--- src/rtl/wire_router.sv ---
// wire_router: registered, run-time programmable N_IN -> N_OUT channel router.
//
// Each output channel j is driven, one cycle later, by the input channel that
// active[j] selects. The routing table is written into a shadow copy through a
// valid/ready port and swapped into the active table on commit. After a commit,
// the port is busy for one cycle.
//
// Optional feature macro: WIRE_ROUTER_INV_EN adds a per-entry invert bit and
// the cfg_inv input.
//
// Ports:
//   clk        - rising-edge clock
//   rst        - synchronous active-high reset
//   din        - N_IN channels, channel i at din[i*DW +: DW]
//   dout       - N_OUT channels, channel j at dout[j*DW +: DW], registered
//   cfg_valid  - table write request (shadow[cfg_idx] <= cfg_sel)
//   cfg_idx    - output channel to program
//   cfg_sel    - input channel to route to cfg_idx
//   cfg_inv    - invert bit for the entry (WIRE_ROUTER_INV_EN only)
//   cfg_commit - copy the shadow table into the active table
//   cfg_ready  - port accepts cfg_valid/cfg_commit this cycle
//   cfg_err    - one-cycle pulse after an out-of-range write is rejected
//   map_ver    - number of completed commits, wraps at 256
module wire_router #(
  parameter int unsigned N_IN  = 3,
  parameter int unsigned N_OUT = 4,
  parameter int unsigned DW    = 1,
  parameter int unsigned SEL_W = (N_IN > 1) ? $clog2(N_IN) : 1,
  localparam int unsigned IDX_W = (N_OUT > 1) ? $clog2(N_OUT) : 1
) (
  input  logic                  clk,
  input  logic                  rst,
  input  logic [N_IN*DW-1:0]    din,
  output logic [N_OUT*DW-1:0]   dout,
  input  logic                  cfg_valid,
  input  logic [IDX_W-1:0]      cfg_idx,
  input  logic [SEL_W-1:0]      cfg_sel,
`ifdef WIRE_ROUTER_INV_EN
  input  logic                  cfg_inv,
`endif
  input  logic                  cfg_commit,
  output logic                  cfg_ready,
  output logic                  cfg_err,
  output logic [7:0]            map_ver
);

  typedef logic [N_OUT-1:0][SEL_W-1:0] map_t;
  typedef enum logic {StIdle, StSwap} state_e;

  // Spreads the outputs evenly over the inputs; for 3 -> 4 this is 0,1,1,2.
  function automatic map_t def_map();
    map_t m;
    for (int unsigned j = 0; j < N_OUT; j++) begin
      if (N_OUT == 1) begin
        m[j] = '0;
      end else begin
        m[j] = SEL_W'((j * (N_IN - 1) + (N_OUT - 1) / 2) / ((N_OUT > 1) ? (N_OUT - 1) : 1));
      end
    end
    return m;
  endfunction

  localparam map_t DefMap = def_map();

  state_e               state_q, state_d;
  map_t                 active_q, active_d;
  map_t                 shadow_q, shadow_d;
  logic [N_OUT*DW-1:0]  dout_q, dout_d;
  logic [7:0]           ver_q, ver_d;
  logic                 err_q, err_d;
  logic                 wr_fire, wr_ok, commit_fire;
`ifdef WIRE_ROUTER_INV_EN
  logic [N_OUT-1:0]     active_inv_q, active_inv_d;
  logic [N_OUT-1:0]     shadow_inv_q, shadow_inv_d;
`endif

  // Control: write into shadow, commit into active, one busy cycle after commit.
  always_comb begin
    cfg_ready   = (state_q == StIdle);
    wr_fire     = cfg_valid && cfg_ready;
    wr_ok       = wr_fire && (32'(cfg_sel) < N_IN) && (32'(cfg_idx) < N_OUT);
    commit_fire = cfg_commit && cfg_ready;
    err_d       = wr_fire && !wr_ok;

    shadow_d = shadow_q;
`ifdef WIRE_ROUTER_INV_EN
    shadow_inv_d = shadow_inv_q;
`endif
    for (int unsigned j = 0; j < N_OUT; j++) begin
      if (wr_ok && (32'(cfg_idx) == j)) begin
        shadow_d[j] = cfg_sel;
`ifdef WIRE_ROUTER_INV_EN
        shadow_inv_d[j] = cfg_inv;
`endif
      end
    end

    // A write in the commit cycle is folded into the committed table.
    active_d = commit_fire ? shadow_d : active_q;
`ifdef WIRE_ROUTER_INV_EN
    active_inv_d = commit_fire ? shadow_inv_d : active_inv_q;
`endif
    ver_d   = commit_fire ? ver_q + 8'd1 : ver_q;
    state_d = commit_fire ? StSwap : StIdle;
  end

  // Datapath uses the table in effect before this edge.
  always_comb begin
    dout_d = '0;
    for (int unsigned j = 0; j < N_OUT; j++) begin
      for (int unsigned i = 0; i < N_IN; i++) begin
        if (32'(active_q[j]) == i) begin
          dout_d[j*DW +: DW] = din[i*DW +: DW];
        end
      end
`ifdef WIRE_ROUTER_INV_EN
      if (active_inv_q[j]) begin
        dout_d[j*DW +: DW] = ~dout_d[j*DW +: DW];
      end
`endif
    end
  end

  always_ff @(posedge clk) begin
    if (rst) begin
      state_q  <= StIdle;
      active_q <= DefMap;
      shadow_q <= DefMap;
      dout_q   <= '0;
      ver_q    <= '0;
      err_q    <= 1'b0;
`ifdef WIRE_ROUTER_INV_EN
      active_inv_q <= '0;
      shadow_inv_q <= '0;
`endif
    end else begin
      state_q  <= state_d;
      active_q <= active_d;
      shadow_q <= shadow_d;
      dout_q   <= dout_d;
      ver_q    <= ver_d;
      err_q    <= err_d;
`ifdef WIRE_ROUTER_INV_EN
      active_inv_q <= active_inv_d;
      shadow_inv_q <= shadow_inv_d;
`endif
    end
  end

  assign dout    = dout_q;
  assign map_ver = ver_q;
  assign cfg_err = err_q;

endmodule

--- config.mk ---
export PLATFORM = sky130hd
export DESIGN_NAME = wire_router
export DESIGN_NICKNAME = d
export VERILOG_FILES = /design/src/rtl/wire_router.sv
export SDC_FILE = /design/constraint.sdc
export NUM_CORES = 1
export LEC_CHECK = 0
export ABC_AREA = 1
export BUFFER_PORTS_ARGS = -buffer_cell sky130_fd_sc_hd__buf_2
export CAP_MARGIN = 20
export CORE_MARGIN = 2
export CORE_UTILIZATION = 51
export CTS_BUF_LIST = sky130_fd_sc_hd__clkbuf_8
export DETAILED_ROUTE_END_ITERATION = 10
export PLACE_DENSITY = 0.76
export SLEW_MARGIN = 20
export SYNTH_ARGS = -nofsm -noshare
export SYNTH_HDL_FRONTEND = slang
export SYNTH_SLANG_ARGS = --single-unit
export TNS_END_PERCENT = 10
--- constraint.sdc ---
create_clock -name clk -period 1 [get_ports clk]
set_clock_uncertainty 0.05 [all_clocks]
set_input_delay 0.3 -clock clk [delete_from_list [all_inputs] [get_ports clk]]
set_output_delay 0.3 -clock clk [all_outputs]
set_load 0.01 [all_outputs]
# Word level (Yosys, flattened, before mapping)
# Cells that the tools add are included.
# Widths: inputs -> output; s select.
# op_classes
n_addsub	1
n_lt_le_gt_ge	1
eq_ne	11
n_mux	17
bitwise	1
n_reduce_logical	14
# ops
operator	count
$mux 1	13
$eq 2x2->1 const B	6
$eq 2x1->1 const B	5
$logic_not 2->1	5
$add 8x1->8 const B	1
$logic_and 1x1->1	8
$mux 2	4
$lt 2x2->1 const B	1
$logic_not 1->1	1
$not 1->1	1
# word_totals
register_bits	30
in_bits	11
output_inout_bits	14
word_cells	57

# Logic depth before layout (Yosys ltp)
# depth
depth_word	5
depth_mapped	7
depth_no_buf	7

# Worst setup path before layout
# Ideal clock, no wire load.
# synth_timing
kind	reg2reg
start	reg ver_q[0] (netlist: map_ver[0])
end	reg ver_q[6] (netlist: map_ver[6])
t_arrival_ns	0.963
required_ns	0.837
slack_ns	-0.126
path_stages_with_launch	7
synth_period_minus_slack_ns	1.126
cell_sequence	dfxtp_1 ha_1 nand3_4 nor2_2 nand2_1 nand2_1 nor2_1
# synth_via
elab_chain_cells	1
# synth_rtl
item	line	rtl
start, declared	69	logic [7:0] ver_q, ver_d;
start signal, assigned	141	ver_q <= ver_d;
$add 8x1->8	103	ver_d = commit_fire ? ver_q + 8'd1 : ver_q;
# Every way passes these cells.
# A chain may end at the register's enable or synchronous reset.

# Worst setup path in the final report
# layout_timing
start	reg ver_q[3] (netlist: map_ver[3])
end	out map_ver[3]
# layout_rtl
item	line	rtl
end, declared	44	output logic [7:0] map_ver
# No word-level cell between the ends.

==> flow_summary.toml <==
[outcome]
outcome = "finished, violations left"
violations = "setup timing"

[layout]
final_cell_mix = "nand2_1, inv_1, a21oi_1, nand3_1, dfxtp_1"
fill_cells = 186
layout_commonest_cell = "nand2_1"
final_nets = 240
drive_above_1_share_pct = 33.6
syn_to_final_growth_pct = 38.2
finalInstanceArea_um2 = 1820
antenna_cells = 0
final_util_pct = 74.3

[min_path]
min_to = "dout[3]"
hp-start = "din[2]"
whs_path_depth = 3
holdCritPathClass = "in2reg"

[placement]
dp_worst_setup_slack_ns = -0.232
postPlaceCellArea_um2 = 1610
hpwl_um = 2190
io_buffers = 24
place.gp.congestion = 0.794

[power_and_ir_drop]
power.share.combinational_pct = 13.9
leakagePower_nw = 0.895
total_power_mw = 2.62
p_int_mw = 1.96
p_per_area_nw_per_um2 = 1440
max-vdd-ir-drop_uv = 1640
seqPwrFrac_pct = 49.1
p_switching_mw = 0.659
swShare_pct = 25.1
clkPwrFrac_pct = 37.0

[global_routing]
grt_use_total_pct = 22.2
antenna_found_initial = 0
grt_pass1_vias = 1197
grt_overflow = 0
grt_pass1_wl_um = 4680
grt_max_degree = 13

[timing]
period_share_pct = 117
worst_pin_slew_ns = 0.298
hold_viol = 0
fin_ws_ns = -0.172
period_minus_slack_ns = 1.17
slew_viol_final = 0
setup_tns_ns = -2.77
grt_setup_unrepaired = "yes"
fmax_mhz = 853
slew_headroom_pct = 80.0
finalSetupViolations = 36

[worst_setup_path]
crit_type = "reg2out"
cp_data_arrival_time_ns = 0.82
r2r_setup_slack_ns = -0.13
cpMaxStageDelayCell = "dfxtp_2"
path_common_cell = "buf_6"
r2r_cells = 7
critPathMaxFanout = 2
cp-start-kind = "register"
rr_startpoint = "state_q"
required_ns = 0.65
endpoint_kind = "output pin"
cp_slowest_stage_delay_ns = 0.32
cp_cell_sequence = "buf_6 -> buf_6"
r2r-end = "map_ver[6]"

[synthesis]
syn_inst = 183
synthesis.nets = 195
async_flop_share_pct = 0
synth_warnings = 0
ys_ff_latch = 30
synth_largest_area_cell = "dfxtp_1"
synth_ff_type = "dfxtp_1"
synth-edff-count = 0
synthTopCellsByArea = "dfxtp_1, nand2_1, inv_1"
syn-cell-area_um2 = 1320
synth.distinct_cells = 23
avgSynthCellArea_um2 = 7.21
synth_seq_area_share_pct = 45.5
synth_top_area_share_pct = 45.5

[cts]
cts_tree = "built"
htreeDepth = 2
clock_latency_ns = 0.28
path_clk_slew_ns = 0.06
cts.sinks = 30
cts_root_buf = "clkbuf_8"
clockBufferDepth = 2
cts_buffers = 5

[detailed_routing]
firstDrtPassIters = 4
avgViaCountPerCell = 5.06
wl_um = 2950
dr.first_iter.drc_count = 18
antenna_left = 0
wl_per_cell_um = 11.4
via_count = 1311
drc = 0

[floorplan]
start_util_pct = 53.7
std_cell_rows = 18
core_area_um2 = 2450
ioPinCount = 25
die_y_um = 54.9
die_w_um = 54.9
dieArea_um2 = 3010

[run]
maxCapViolations = 0
-- Yosys cell counts, types with 2 or more instances --
master,instances
nor2_1,15
dfxtp_1,30
o21ai_1,2
inv_2,3
nor2_4,3
nand2_1,36
nor3_1,8
o21ai_0,6
nand3_1,18
a21oi_1,20
inv_1,29
buf_2,2
-- worst max-delay path, delay by kind of cell, from the launching register on --
family | cells | cell delay, ns
DFF | 1 | 0.32
buffers and inverters | 2 | 0.22
-- metrics by stage --
step                      hold WS (ns)  instances
after floorplan                  0.387        183
after global placement           0.397        250
after detailed placement         0.415        250
after CTS                        0.294        259
after global routing             0.310        259
final                            0.289        259
-- kinds of logic after synthesis --
group,share of synthesized area [%]
AND/OR/NAND/NOR,31.0
buffers and inverters,10.7
AO/OA/AOI/OAI,11.8
flip-flops,45.5
adder cells (fa/ha/maj),0.949
-- repair_timing --
action,in CTS,in global routing
pin swaps,2,1
gates resized for setup,20,11
setup endpoints to repair,38,39
setup buffers,1,0
hold buffers,0,0
-- power groups by stage --
stage / Clock (mW) / Combinational (mW) / Sequential (mW)
after global placement: 0 / 0.322 / 1.31
after floorplan: 0 / 0.182 / 1.32
after detailed placement: 0 / 0.333 / 1.31
after global routing: 1.02 / 0.410 / 1.29
after CTS: 0.996 / 0.352 / 1.29
final: 0.970 / 0.365 / 1.29
-- state kept, by name, summed over array words and instances (netlist names) --
register  count
dout          4
active_q      8
state_q       1
map_ver       8
cfg_err       1
shadow_q      8
-- cell type report --
type	instances	area [µm²]	area share, %
timing repair buffer	42	342	18.7
clock inverter	2	8.76	0.480
clock buffer	6	82.6	4.53
sequential	30	626	34.3
inverter	32	123	6.73
multi-input combinational	117	604	33.2
tap	30	37.5	2.06
-- per-layer routing --
metal / vias to the layer above / GRT usage [%] / part of all wire [%]
met5: - / 0 / 0
met4: 0 / 9.58 / 2.4
met3: 7 / 7.65 / 4.9
met2: 27 / 39.7 / 52
met1: 599 / 23.3 / 40
li1: 678 / - / -
-- how the worst max path moves through the flow --
stage	start	to	cells past startpoint
finish	map_ver[3]	map_ver[3]	2
global route	state_q	map_ver[6]	7
CTS	map_ver[3]	map_ver[3]	2
detailed placement	cfg_valid	active_q[5]	8
global placement	cfg_sel[0]	active_q[4]	7
floorplan	cfg_commit	map_ver[6]	7
No activity file was read; power rests on OpenSTA's default activity.
